### src/rtl/i2c_csr_pkg.sv
// i2c_csr_pkg: shared widths, FSM state encoding and helpers for the I2C CSR bridge.
// Optional feature macro used by this slice: I2C_GLITCH_FILTER_EN.
package i2c_csr_pkg;

  localparam int CSR_ADDR_W = 5;
  localparam int CSR_DATA_W = 8;
  localparam int BIT_CNT_W  = 4;
  localparam int ARM_CNT_W  = 3;

  typedef enum logic [3:0] {
    IDLE,
    ADDR,
    ADDR_ACK,
    PTR,
    PTR_ACK,
    WDATA,
    WDATA_ACK,
    RDATA,
    RDATA_ACK,
    IGNORE
  } i2c_state_t;

  // Two-out-of-three vote used by the optional line glitch filter.
  function automatic logic maj3(input logic a, input logic b, input logic c);
    return (a & b) | (a & c) | (b & c);
  endfunction

endpackage

### src/rtl/i2c_line_cond.sv
// i2c_line_cond: brings the raw SCL/SDA pins into the clk domain and detects
// SCL edges plus START/STOP bus conditions.
// Optional feature: define I2C_GLITCH_FILTER_EN to add a 3-sample majority
// filter behind each synchronizer (2 clk extra latency, clk >= 24x SCL).
module i2c_line_cond
  import i2c_csr_pkg::*;
(
  input  logic clk,
  input  logic rst_n,
  input  logic scl_i,
  input  logic sda_i,
  output logic sda,
  output logic scl_rise,
  output logic scl_fall,
  output logic start,
  output logic stop
);

  logic [1:0]           scl_sync;
  logic [1:0]           sda_sync;
  logic                 scl_c;
  logic                 sda_c;
  logic                 scl_prev;
  logic                 sda_prev;
  logic [ARM_CNT_W-1:0] arm_cnt;
  logic                 armed;

  // Two-flop synchronizers; reset to 1 so a reset looks like an idle bus.
  always_ff @(posedge clk or negedge rst_n) begin
    if (!rst_n) begin
      scl_sync <= 2'b11;
      sda_sync <= 2'b11;
    end else begin
      scl_sync <= {scl_sync[0], scl_i};
      sda_sync <= {sda_sync[0], sda_i};
    end
  end

`ifdef I2C_GLITCH_FILTER_EN
  logic [1:0] scl_hist;
  logic [1:0] sda_hist;
  logic       scl_flt;
  logic       sda_flt;

  // Majority vote over the current and two previous synchronized samples,
  // so a single-clk spike never reaches the edge detectors.
  always_ff @(posedge clk or negedge rst_n) begin
    if (!rst_n) begin
      scl_hist <= 2'b11;
      sda_hist <= 2'b11;
      scl_flt  <= 1'b1;
      sda_flt  <= 1'b1;
    end else begin
      scl_hist <= {scl_hist[0], scl_sync[1]};
      sda_hist <= {sda_hist[0], sda_sync[1]};
      scl_flt  <= maj3(scl_sync[1], scl_hist[0], scl_hist[1]);
      sda_flt  <= maj3(sda_sync[1], sda_hist[0], sda_hist[1]);
    end
  end

  assign scl_c = scl_flt;
  assign sda_c = sda_flt;
`else
  assign scl_c = scl_sync[1];
  assign sda_c = sda_sync[1];
`endif

  // Previous conditioned levels for edge detection, plus a short arming delay
  // after reset so the pipeline refilling with real pin levels is not taken
  // for a bus event; only a fresh START afterwards is recognised.
  always_ff @(posedge clk or negedge rst_n) begin
    if (!rst_n) begin
      scl_prev <= 1'b1;
      sda_prev <= 1'b1;
      arm_cnt  <= '0;
    end else begin
      scl_prev <= scl_c;
      sda_prev <= sda_c;
      if (!armed) arm_cnt <= arm_cnt + 1'b1;
    end
  end

  assign armed    = &arm_cnt;
  assign sda      = sda_c;
  assign scl_rise = armed &  scl_c & ~scl_prev;
  assign scl_fall = armed & ~scl_c &  scl_prev;
  assign start    = armed &  scl_c &  scl_prev &  sda_prev & ~sda_c;
  assign stop     = armed &  scl_c &  scl_prev & ~sda_prev &  sda_c;

endmodule

### src/rtl/i2c_csr_bridge.sv
// i2c_csr_bridge: I2C target that maps a 5-bit register pointer onto a simple
// CSR bus. First written byte sets the pointer, further written bytes are
// strobed out with csr_we, reads stream csr_do; the pointer auto-increments.
// Optional feature macro (in i2c_line_cond): I2C_GLITCH_FILTER_EN.
module i2c_csr_bridge
  import i2c_csr_pkg::*;
#(
  parameter logic [6:0] I2C_ADDR = 7'h4a
) (
  input  logic                  clk,
  input  logic                  rst_n,
  input  logic                  scl_i,
  input  logic                  sda_i,
  output logic                  sda_oe,
  output logic [CSR_ADDR_W-1:0] csr_a,
  output logic [CSR_DATA_W-1:0] csr_di,
  output logic                  csr_we,
  input  logic [CSR_DATA_W-1:0] csr_do
);

  logic                  sda_c;
  logic                  scl_rise;
  logic                  scl_fall;
  logic                  start_det;
  logic                  stop_det;

  i2c_state_t            state;
  logic [BIT_CNT_W-1:0]  bit_cnt;
  logic [CSR_DATA_W-1:0] shift;
  logic [CSR_DATA_W-1:0] rx_byte;
  logic [CSR_ADDR_W-1:0] ptr;
  logic                  rw_bit;
  logic                  nack;

  i2c_line_cond u_line_cond (
    .clk      (clk),
    .rst_n    (rst_n),
    .scl_i    (scl_i),
    .sda_i    (sda_i),
    .sda      (sda_c),
    .scl_rise (scl_rise),
    .scl_fall (scl_fall),
    .start    (start_det),
    .stop     (stop_det)
  );

  assign rx_byte = {shift[CSR_DATA_W-2:0], sda_c};
  assign csr_a   = ptr;

  // Protocol FSM: bits are taken on SCL rise, SDA is only ever changed after
  // an SCL fall. In ACK states bit_cnt marks whether the ACK is being held.
  always_ff @(posedge clk or negedge rst_n) begin
    if (!rst_n) begin
      state   <= IDLE;
      bit_cnt <= '0;
      shift   <= '0;
      ptr     <= '0;
      rw_bit  <= 1'b0;
      nack    <= 1'b0;
      sda_oe  <= 1'b0;
      csr_di  <= '0;
      csr_we  <= 1'b0;
    end else begin
      csr_we <= 1'b0;
      if (csr_we) ptr <= ptr + 1'b1;

      if (start_det) begin
        state   <= ADDR;
        bit_cnt <= '0;
        sda_oe  <= 1'b0;
      end else if (stop_det) begin
        state   <= IDLE;
        bit_cnt <= '0;
        sda_oe  <= 1'b0;
      end else begin
        case (state)
          ADDR: begin
            if (scl_rise) begin
              shift   <= rx_byte;
              bit_cnt <= bit_cnt + 1'b1;
              if (bit_cnt == 4'd7) begin
                bit_cnt <= '0;
                if (rx_byte[7:1] == I2C_ADDR) begin
                  rw_bit <= rx_byte[0];
                  state  <= ADDR_ACK;
                end else begin
                  state <= IGNORE;
                end
              end
            end
          end

          ADDR_ACK: begin
            if (scl_fall) begin
              if (bit_cnt == 4'd0) begin
                sda_oe  <= 1'b1;
                bit_cnt <= 4'd1;
              end else begin
                bit_cnt <= '0;
                if (rw_bit) begin
                  state  <= RDATA;
                  shift  <= csr_do;
                  sda_oe <= ~csr_do[7];
                end else begin
                  state  <= PTR;
                  sda_oe <= 1'b0;
                end
              end
            end
          end

          PTR: begin
            if (scl_rise) begin
              shift   <= rx_byte;
              bit_cnt <= bit_cnt + 1'b1;
              if (bit_cnt == 4'd7) begin
                bit_cnt <= '0;
                ptr     <= rx_byte[CSR_ADDR_W-1:0];
                state   <= PTR_ACK;
              end
            end
          end

          PTR_ACK, WDATA_ACK: begin
            if (scl_fall) begin
              if (bit_cnt == 4'd0) begin
                sda_oe  <= 1'b1;
                bit_cnt <= 4'd1;
              end else begin
                bit_cnt <= '0;
                sda_oe  <= 1'b0;
                state   <= WDATA;
              end
            end
          end

          WDATA: begin
            if (scl_rise) begin
              shift   <= rx_byte;
              bit_cnt <= bit_cnt + 1'b1;
              if (bit_cnt == 4'd7) begin
                bit_cnt <= '0;
                csr_di  <= rx_byte;
                csr_we  <= 1'b1;
                state   <= WDATA_ACK;
              end
            end
          end

          RDATA: begin
            if (scl_rise) begin
              bit_cnt <= bit_cnt + 1'b1;
            end else if (scl_fall) begin
              if (bit_cnt == 4'd8) begin
                bit_cnt <= '0;
                sda_oe  <= 1'b0;
                state   <= RDATA_ACK;
              end else begin
                shift  <= {shift[CSR_DATA_W-2:0], 1'b0};
                sda_oe <= ~shift[CSR_DATA_W-2];
              end
            end
          end

          RDATA_ACK: begin
            // The pointer advances on the ACK clock so csr_do already shows
            // the next register by the fall where it is loaded.
            if (scl_rise) begin
              nack    <= sda_c;
              ptr     <= ptr + 1'b1;
              bit_cnt <= 4'd1;
            end else if (scl_fall && bit_cnt == 4'd1) begin
              bit_cnt <= '0;
              if (nack) begin
                state <= IGNORE;
              end else begin
                state  <= RDATA;
                shift  <= csr_do;
                sda_oe <= ~csr_do[7];
              end
            end
          end

          IGNORE: begin
            sda_oe <= 1'b0;
          end

          default: begin
            state  <= IDLE;
            sda_oe <= 1'b0;
          end
        endcase
      end
    end
  end

endmodule

### config.mk
export PLATFORM = sky130hd
export DESIGN_NAME = i2c_csr_bridge
export DESIGN_NICKNAME = d
export VERILOG_FILES = /design/src/rtl/i2c_csr_pkg.sv /design/src/rtl/i2c_line_cond.sv /design/src/rtl/i2c_csr_bridge.sv
export SDC_FILE = /design/constraint.sdc
export NUM_CORES = 1
export LEC_CHECK = 0
export BUFFER_PORTS_ARGS = -buffer_cell sky130_fd_sc_hd__buf_2
export CORE_MARGIN = 3
export CORE_UTILIZATION = 60
export CTS_CLUSTER_SIZE = 25
export DETAILED_ROUTE_END_ITERATION = 7
export GPL_ROUTABILITY_DRIVEN = 0
export PLACE_DENSITY = 0.83
export SLEW_MARGIN = 20
export SYNTH_ARGS = -nofsm -noshare
export SYNTH_HDL_FRONTEND = slang
export SYNTH_SLANG_ARGS = --single-unit
### constraint.sdc
create_clock -name clk -period 3.1 [get_ports clk]
set_input_delay 0.31 -clock clk [delete_from_list [all_inputs] [get_ports clk]]
set_output_delay 0.31 -clock clk [all_outputs]
set_load 0.02 [all_outputs]
# --- After elaboration in Yosys (flattened, before gate mapping) ---
# Index checks and enable logic that the tools add are counted.
# Widths: inputs -> output; s select.
totals:
  register_bits: 41
  output_inout_bits: 15
  wordCells: 165
op_classes:
  add_sub_neg: 3
  n_eq_ne: 46
  n_mux: 70
  bitwise: 17
  n_reduce_logical: 15
ops:
  columns: ["cell", "n"]
  rows:
  - ["$mux 4", 29]
  - ["$mux 7", 10]
  - ["$ne 4x4->1 const B", 16]
  - ["$pmux 4 s8", 1]
  - ["$mux 5", 6]
  - ["$pmux 7 s4", 1]
  - ["$eq 4x3->1 const B", 5]
  - ["$mux 1", 19]
  - ["$ne 2x2->1 const B", 9]
  - ["$pmux 4 s4", 1]
  - ["$reduce_and 16->1", 1]
  - ["$ne 5x5->1 const B", 3]
  - ["$reduce_and 13->1", 1]
  - ["$eq 4x4->1 const B", 3]
  - ["$reduce_and 6->1", 2]
  - ["$pmux 5 s2", 1]
  - ["$and 1x1->1", 9]
  - ["$eq 4x1->1 const B", 2]
  - ["$eq 4x2->1 const B", 2]
  - ["$ne 4x1->1 const B", 2]
  - ["$not 1->1", 8]
  - ["$reduce_and 8->1", 1]
  - ["$eq 7x7->1 const B", 1]
  - ["$reduce_bool 6->1", 1]
  - ["other kinds (16)", 17]

# --- Depth between registers and ports, before layout ---
# Gate-level depths: netlist of run 1.
logic_depth:
  ltp_word: 9
  depth_mapped: 9

# --- Cells and area by module ---
# A second synthesis of run 1 with hierarchy kept.
unflattened:
  hier_cells: 279
  hier_area_um2: 2756.4
modules_own_cells:
  columns: ["module", "instances", "cells_each", "area_each_um2"]
  rows:
  - ["i2c_csr_bridge", 1, 257, 2391.0]
  - ["i2c_line_cond", 1, 22, 365.4]

# --- Least setup slack after synthesis of run 1 ---
# No wires, ideal clock.
synth_timing:
  path_kind: "register to register"
  startpoint: "reg u_line_cond.arm_cnt[0]"
  endpoint: "reg ptr[2] (netlist: csr_a[2])"
  setup_ps: 122
  t_arrival_ps: 1996
  required_time_ps: 2978
  setup_slack_ps: 983
  path_stages_with_launch: 9
  synth_period_minus_slack_ps: 2117
  path_cell_list: "dfrtp_1 ha_1 ha_1 buf_6 nand3b_4 or2_4 a2111o_1 or2_1 a32o_1"
synth_via:
  elab_chain_cells: 7
  elab_cells_between_ends: 13
  classes_between: "5 x mux; 7 x bitwise; 1 x reduce/logical"
synth_lines:
  columns: ["element", "line", "text"]
  rows:
  - ["start, declared", "i2c_line_cond.sv:25", "logic [ARM_CNT_W-1:0] arm_cnt;"]
  - ["start signal, assigned", "i2c_line_cond.sv:79", "if (!armed) arm_cnt <= arm_cnt + 1'b1;"]
  - ["$reduce_and 3->1 *", "i2c_line_cond.sv:83", "assign armed = &arm_cnt;"]
  - ["$and 1x1->1 *", "i2c_line_cond.sv:85, i2c_line_cond.sv:87, i2c_line_cond.sv:88", null]
  - ["$and 1x1->1, on equally long branches", "i2c_line_cond.sv:85, i2c_line_cond.sv:87, i2c_line_cond.sv:88", null]
  - ["$mux 5 (tied with other cells)", "i2c_csr_bridge.sv:168", "if (scl_rise) begin"]
  - ["$pmux 5 s2 / $and 1x1->1 (equally long branches)", "i2c_csr_bridge.sv:76, i2c_line_cond.sv:88", null]
  - ["$mux 5", "i2c_csr_bridge.sv:71", "end else if (stop_det) begin"]
  - ["$mux 5 *", "i2c_csr_bridge.sv:67", "if (start_det) begin"]
  - ["end signal, assigned", "i2c_csr_bridge.sv:65", "if (csr_we) ptr <= ptr + 1'b1;"]
  - ["end signal, assigned", "i2c_csr_bridge.sv:118", "ptr <= rx_byte[CSR_ADDR_W-1:0];"]
  - ["end signal, assigned", "i2c_csr_bridge.sv:170", "ptr <= ptr + 1'b1;"]
  - ["end, declared", "i2c_csr_bridge.sv:31", "logic [CSR_ADDR_W-1:0] ptr;"]
# Every way passes the cells marked *; elsewhere a longest branch is shown, timed or not.
# A chain may end at the register's enable or synchronous reset.

# --- Final worst setup path of run 1 ---
layout_timing:
  startpoint: "reg u_line_cond.arm_cnt[0]"
  endpoint: "reg state[3]"
layout_via:
  elab_chain_cells: 7
  elab_cells_between_ends: 30
  classes_between: "16 x eq/ne; 2 x mux; 9 x bitwise; 3 x reduce/logical"
layout_lines:
  columns: ["element", "line", "text"]
  rows:
  - ["$reduce_and 3->1 *", "i2c_line_cond.sv:83", null]
  - ["$and 1x1->1", "i2c_line_cond.sv:85, i2c_line_cond.sv:87, i2c_line_cond.sv:88", null]
  - ["$and 1x1->1", "i2c_line_cond.sv:87, i2c_line_cond.sv:88", null]
  - ["$and 1x1->1, on equally long branches (2 in series)", "i2c_line_cond.sv:87, i2c_line_cond.sv:88", null]
  - ["$ne 4x4->1 (no source line) (tied with other cells)", null, null]
  - ["$reduce_and 16->1 (no source line) / $mux 4 (equally long branches)", null, null]
  - ["end signal, assigned", "i2c_csr_bridge.sv:54", "state <= IDLE;"]
  - ["end signal, assigned", "i2c_csr_bridge.sv:68", "state <= ADDR;"]
  - ["end signal, assigned", "i2c_csr_bridge.sv:72", "state <= IDLE;"]
  - ["end, declared", "i2c_csr_bridge.sv:27", "i2c_state_t state;"]
# Marks and branches as above.

==> metrics.cfg, run 1 <==
[status]
status = finished clean

[worst_setup_path]
crit_chain = ha_1 > ha_1 > nand3_1 > nor2_1 > a21oi_1 > nor2_1 > mux2_2
worstSetupEndpointType = flip-flop
r2r-start = u_line_cond.arm_cnt[0]$_DFFE_PN0P_
cpPeakStageDelay_ps = 630
critPathMaxFanout = 11
cp_slowest_cell = nor2_1
cp.required_ps = 3280
crit_end = state[3]$_DFFE_PN0P_
crit_type = flip-flop to flip-flop
regToRegSetupSlack_ps = 470
crit_cells = 7
critical_path.top_delay_family = simple AND/OR/NAND/NOR gates
crit_arrival_ps = 2810
reg2reg_depth = 7
start_kind = flip-flop
startpoint = u_line_cond.arm_cnt[0]$_DFFE_PN0P_
path_buf_inv = 0
r2r_end = state[3]$_DFFE_PN0P_

[sta]
post-route-min-period_ps = 2630
relSlewSlack_pct = 40.7
holdWs_ps = 113
rsz0062_at_grt = false
clock.fmax_ghz = 0.380
final_hold_viol_count = 0
drv_slew = 0
postLayoutSetupSlackWorst_ps = 472
fin_skew_ps = 6.90
finalSetupViolCount = 0
worst_slew_pin_slew_ps = 889
fin_tns_setup_ps = 0
min_period_over_period_pct = 84.8

[cts]
numCtsBuffers = 5
postCtsSetupRepairBufs = 0
clockRootBuffer = clkbuf_8
h-tree-depth = 2
tritoncts = built
clkLatencyLatePin_ps = 290
clkTransAtPathRegs_ps = 70
cts_hold_buf = 0
ctsResizeCount = 0
clockBufferDepth = 2
clock-sinks = 41

[logic_synthesis]
synth-xor-area-share_pct = 1.06
synthAdderAreaFrac_pct = 3.04
async_reset_ff_share_pct = 100
syn_area_per_cell_um2 = 9.91
synth_seq_area_share_pct = 41.9
synth_flop_cell = dfrtp_1
syn-instance-count = 249
netlist_area_um2 = 2470
synth-edff-count = 0
yosys.area_share.simple_pct = 22.1
synthesis.nets = 267
yosysWarnings = 0
synth_mux_area_share_pct = 9.98
synth_compound_area_share_pct = 17.2
ys_ff_latch = 41
synth_cell_type_count = 64
synth_top_family_by_area = simple AND/OR/NAND/NOR gates

[routing]
postRouteAntennaNets = 0
drcViolationCount = 0
vias_per_cell = 6.24
wire_per_inst_um = 16.2
vias = 2009
drt-total-wl_um = 5230
firstDrtPassIters = 4
drt_iter0_drc = 211

[global_routing]
grt-ovfl-total = 0
top_usage_layer = met2
first_global_vias = 1891
grt_max_degree = 42
grt_use_met3_pct = 5.61
grtUsageTotal_pct = 22.6
gr-usage-met2_pct = 34.2
grt.met1_usage_pct = 32.3
antenna_found_initial = 0
grt_pass1_wl_um = 9020

[final_layout]
final_cells = 322
final_nets = 291
syn2layout_area_growth_pct = 8.51
num-fill-cells = 292
seq_area_um2 = 1030
diodes = 0
final_util_pct = 70.5
drive_gt1_share_pct = 26.6
multi_input_area_um2 = 1320

[floorplan]
fp.dieW_um = 70.1
row_count = 22
coreArea_um2 = 3800
die_y_um = 70.1
die-area_um2 = 4920
start_util_pct = 65.0
io_pins = 27

[power_and_ir_drop]
p_leak_nw = 1.19
powerDensity_nw_per_um2 = 721
vdd_drop_max_mv = 0.491

[flow_run]
cap_viol_max_count = 0

[placement]
hpwl_um = 3780
place_ws_ps = 532
place_inst = 314
io_buffers = 26

[hold_path]
min_path_type = input pin to flip-flop

==> placed cells by master, fill, tap and decap left out, types with 3 or more instances in the layout <==
cell type / n
a32o_1: 3
nor2_1: 13
ha_1: 6
dfrtp_1: 35
nor2b_1: 4
nand2_1: 27
mux2_2: 21
buf_2: 26
nand3b_1: 6
clkbuf_8: 5
inv_1: 6
dfstp_2: 6
nor3_1: 6
nand2b_1: 6
o21ai_0: 15
nand3_1: 9
a21oi_1: 14
a211oi_1: 3
o211ai_1: 7
buf_4: 4
==> Yosys cell counts (3+ instances only) <==
| master | number | area [µm²] |
|---|---|---|
| nand3_1 | 9 | 45.0 |
| o21ai_0 | 15 | 75.1 |
| nor2b_1 | 4 | 25.0 |
| nand2b_1 | 6 | 37.5 |
| buf_2 | 5 | 25.0 |
| dfrtp_1 | 35 | 876 |
| ha_1 | 6 | 75.1 |
| dfstp_2 | 6 | 158 |
| clkbuf_1 | 3 | 11.3 |
| nand3b_1 | 6 | 45.0 |
| inv_1 | 6 | 22.5 |
| nor2_1 | 13 | 48.8 |
| o211ai_1 | 7 | 52.6 |
| a21oi_1 | 14 | 70.1 |
| nand2_1 | 27 | 101 |
| mux2_2 | 21 | 236 |
| nor3_1 | 6 | 30.0 |
| a211oi_1 | 3 | 22.5 |
| a32o_1 | 3 | 30.0 |
==> per-layer routing <==
metal,up-vias,wire length (µm)
li1,964,-
met1,960,2430
met2,76,2380
met3,9,364
met4,0,61
met5,-,0
==> worst register-to-register path, stage by stage, from the launching register on <==
cell	delay [ps]
dfrtp_1	380
ha_1	170
ha_1	390
nand3_1	180
nor2_1	630
a21oi_1	200
nor2_1	210
mux2_2	350
==> registers in the layout, indices dropped and copies added (netlist names) <==
| register | cells |
|---|---|
| u_line_cond.scl_prev | 1 |
| u_line_cond.scl_sync | 2 |
| state | 4 |
| nack | 1 |
| u_line_cond.sda_prev | 1 |
| csr_we | 1 |
| sda_oe | 1 |
| rw_bit | 1 |
| csr_di | 8 |
| shift | 7 |
| u_line_cond.arm_cnt | 3 |
| bit_cnt | 4 |
| csr_a | 5 |
| u_line_cond.sda_sync | 2 |
==> stage by stage <==
step	instance area (µm²)	power [W]
after CTS	2680	0.00192
final	2680	0.00193
after global routing	2680	0.00207
after floorplan	2470	0.00139
after detailed placement	2590	0.00159
after global placement	2590	0.00156
==> area by class of cell <==
cell class | instances | share of cell area [%]
clock buffers | 7 | 2.85
clock inverters | 1 | 0.280
inverters | 6 | 0.841
multi-input cells | 189 | 49.2
flip-flops and latches | 41 | 38.6
well taps | 48 | 2.24
repair buffers | 30 | 5.98
==> how the worst min path moves through the flow <==
stage / startpoint / cells past startpoint / slack, ps / end
floorplan: rst_n / 0 / 10 / bit_cnt[0]$_DFFE_PN0P_
global placement: u_line_cond.sda_sync[0]$_DFF_PN1_ / 0 / 350 / u_line_cond.sda_sync[1]$_DFF_PN1_
detailed placement: u_line_cond.scl_sync[0]$_DFF_PN1_ / 0 / 350 / u_line_cond.scl_sync[1]$_DFF_PN1_
CTS: scl_i / 1 / 110 / u_line_cond.scl_sync[0]$_DFF_PN1_
global route: scl_i / 1 / 100 / u_line_cond.scl_sync[0]$_DFF_PN1_
finish: scl_i / 1 / 110 / u_line_cond.scl_sync[0]$_DFF_PN1_
==> kinds of logic after synthesis <==
family                   count (synthesis)
AO/OA/AOI/OAI                           63
flip-flops                              41
multiplexers                            22
adder cells (fa/ha/maj)                  6
AND/OR/NAND/NOR                         95
buffers and inverters                   19
XOR/XNOR                                 3
==> power by group <==
group	switching (W)	internal, W	leakage [nW]	total (W)
logic	0.000456	0.000364	0.631	0.000820
registers	0.000136	0.000635	0.516	0.000771
clock network	0.000180	0.000159	0.0385	0.000339
total	0.000772	0.00116	1.19	0.00193
Note: power is estimated with default switching activity, not from simulation.
==> run 2, diff against run 1 <==
--- a/config.mk
+++ b/config.mk
@@ -5,13 +5,14 @@
 export SDC_FILE = /design/constraint.sdc
 export NUM_CORES = 1
 export LEC_CHECK = 0
+export ABC_AREA = 1
 export BUFFER_PORTS_ARGS = -buffer_cell sky130_fd_sc_hd__buf_2
 export CORE_MARGIN = 3
-export CORE_UTILIZATION = 60
+export CORE_UTILIZATION = 59
 export CTS_CLUSTER_SIZE = 25
 export DETAILED_ROUTE_END_ITERATION = 7
 export GPL_ROUTABILITY_DRIVEN = 0
-export PLACE_DENSITY = 0.83
+export PLACE_DENSITY = 0.82
 export SLEW_MARGIN = 20
 export SYNTH_ARGS = -nofsm -noshare
 export SYNTH_HDL_FRONTEND = slang
==> constraint.sdc (replaced) <==
create_clock -name clk -period 2.47 [get_ports clk]
set_input_delay 0.247 -clock clk [delete_from_list [all_inputs] [get_ports clk]]
set_output_delay 0.247 -clock clk [all_outputs]
set_load 0.02 [all_outputs]
==> run 2 against run 1 <==
  * Cell area increased by 7.9%
  * Core utilization decreased by 0.74 points
  * Non-clock buffer count decreased by 4
  * Synthesized area increased by 6.0%
  * Flip-flop and latch count unchanged
==> metrics.cfg, run 2 <==
[logic_synthesis]
synth_area_leaders = dfrtp_1 33%, nand2_1 18%, nand3_1 8.2%
yosysWarnings = 0
synth.most_common_cell = nand2_1
synth_commonest_cells = 125 x nand2_1, 43 x nand3_1, 39 x nor2_1, 35 x dfrtp_1, 35 x inv_1
synth-edff-count = 0
ys_ff_latch = 41
syn_area_per_cell_um2 = 7.05
yosys.area.top_type = dfrtp_1
synthesis.nets = 389
async_reset_ff_share_pct = 100
synth_top_area_share_pct = 33.5
synth_cell_type_count = 32
synth_flop_cell = dfrtp_1
synth_seq_area_share_pct = 39.5
syn-instance-count = 371
netlist_area_um2 = 2620

[floorplan]
row_count = 23
fp.dieW_um = 72.6
coreArea_um2 = 4140
die-area_um2 = 5270
start_util_pct = 63.1
die_y_um = 72.6
io_pins = 27

[worst_setup_path]
critPathMaxFanout = 15
worstSetupEndpointType = flip-flop
r2r-start = u_line_cond.arm_cnt[0]$_DFFE_PN0P_
crit_type = flip-flop to flip-flop
cp.required_ps = 2650
crit_arrival_ps = 2260
start_kind = flip-flop
startpoint = u_line_cond.arm_cnt[0]$_DFFE_PN0P_

[placement]
place_inst = 443
placed_area_um2 = 2770
io_buffers = 26
hpwl_um = 4660

[sta]
relSlewSlack_pct = 40.4
worst_slew_pin_slew_ps = 895
rsz0062_at_grt = false
min_period_over_period_pct = 84.2
finalSetupViolCount = 0
clock.fmax_ghz = 0.481
fin_tns_setup_ps = 0
fin_skew_ps = 7.19
final_hold_viol_count = 0
post-route-min-period_ps = 2080
drv_slew = 0

[power_and_ir_drop]
p_total_w = 0.00282
p_leak_nw = 1.58
powerDensity_nw_per_um2 = 974
vdd_drop_max_mv = 0.660

[routing]
vias = 2532
drt_iter0_drc = 219
drt-total-wl_um = 6180
firstDrtPassIters = 5
wire_per_inst_um = 13.7
drcViolationCount = 0
vias_per_cell = 5.61
postRouteAntennaNets = 0

[final_layout]
layout_commonest_cell = nand2_1
diodes = 0
largest_register = csr_di
final_cells = 451
largest_reg_flops = 8
drive_gt1_share_pct = 17.0
final_nets = 418
syn2layout_area_growth_pct = 10.5
final_cell_mix = 125 x nand2_1, 43 x nand3_1, 39 x nor2_1, 35 x inv_1, 35 x dfrtp_1
fin_area_um2 = 2890

[cts]
postCtsSetupRepairBufs = 0
h-tree-depth = 2
clkLatencyLatePin_ps = 300
tritoncts = built
cts_hold_buf = 0
clockRootBuffer = clkbuf_8
clock-sinks = 41
clockBufferDepth = 2
clkTransAtPathRegs_ps = 80
numCtsBuffers = 5
ctsResizeCount = 0

[global_routing]
grtUsageTotal_pct = 25.5
antenna_found_initial = 0
grt-ovfl-total = 0
grt_max_degree = 42
first_global_vias = 2406
grt_pass1_wl_um = 10600

[flow_run]
cap_viol_max_count = 0

[hold_path]
min_path_type = input pin to flip-flop
min_from = sda_i

[status]
status = finished clean

==> run 2: area by class of cell <==
class                      instances  area [µm²]
tap                               50        62.6
fill                             366        1250
clock inverter                     2        37.5
inverter                          39         146
timing repair buffer              26         130
sequential                        41        1030
clock buffer                       6        82.6
multi-input combinational        287        1400
==> run 2: cells by family (layout without fill, tap and decap cells) <==
family	count (synthesis)	in the layout	synth area share (%)
buffers and inverters	43	73	7.03
AOI/OAI and AO/OA	38	38	7.89
xor gates and xnor gates	6	6	2.01
and+or+nand+nor	235	235	39.8
adders and majority gates	6	6	2.87
muxes	2	2	0.861
DFF	41	41	39.5
==> run 2: routing by layer <==
| metal | GRT usage (%) | vias up | wire [µm] |
|---|---|---|---|
| met2 | 41.4 | 114 | 2890 |
| li1 | - | 1238 | - |
| met5 | 0 | - | 0 |
| met1 | 34.9 | 1164 | 2730 |
| met3 | 4.27 | 16 | 467 |
| met4 | 8.40 | 0 | 97 |
==> run 2: where the power goes <==
part | internal (W) | total (W) | switching (W)
sequential | 0.000796 | 0.000941 | 0.000145
combinational | 0.000405 | 0.00131 | 0.000901
clock | 0.000329 | 0.000571 | 0.000242
total | 0.00153 | 0.00282 | 0.00129
==> run 2: worst max-delay path, stage by stage, from the launching register on <==
cell and delay, ps:
dfrtp_1 390, ha_1 170, ha_1 300, nand2_1 100, nor2_1 200, nand3_1 180
nor2_2 210, inv_1 230, nand2_1 110, o21ai_1 60
==> run 2: metrics by stage <==
step	setup WS (ps)	util, %	hold slack, ps
after floorplan	709	-	-48.6
after global placement	516	66.9	346
after detailed placement	440	66.9	347
after CTS	404	69.8	41.8
after global routing	175	69.8	39.9
final	391	69.8	36.9
==> run 2: worst paths after layout <==
kind	endpoint	slack, ps	cells past startpoint
worst max-delay path	csr_di[4]$_DFFE_PN0P_	390	9
worst min-delay path	u_line_cond.sda_sync[0]$_DFF_PN1_	40	1
worst max register to register	csr_di[4]$_DFFE_PN0P_	390	9
worst min register to register	u_line_cond.scl_sync[1]$_DFF_PN1_	360	0
max in group asynchronous	csr_a[2]$_DFF_PN0_	1840	1
min in group asynchronous	csr_a[3]$_DFF_PN0_	60	1
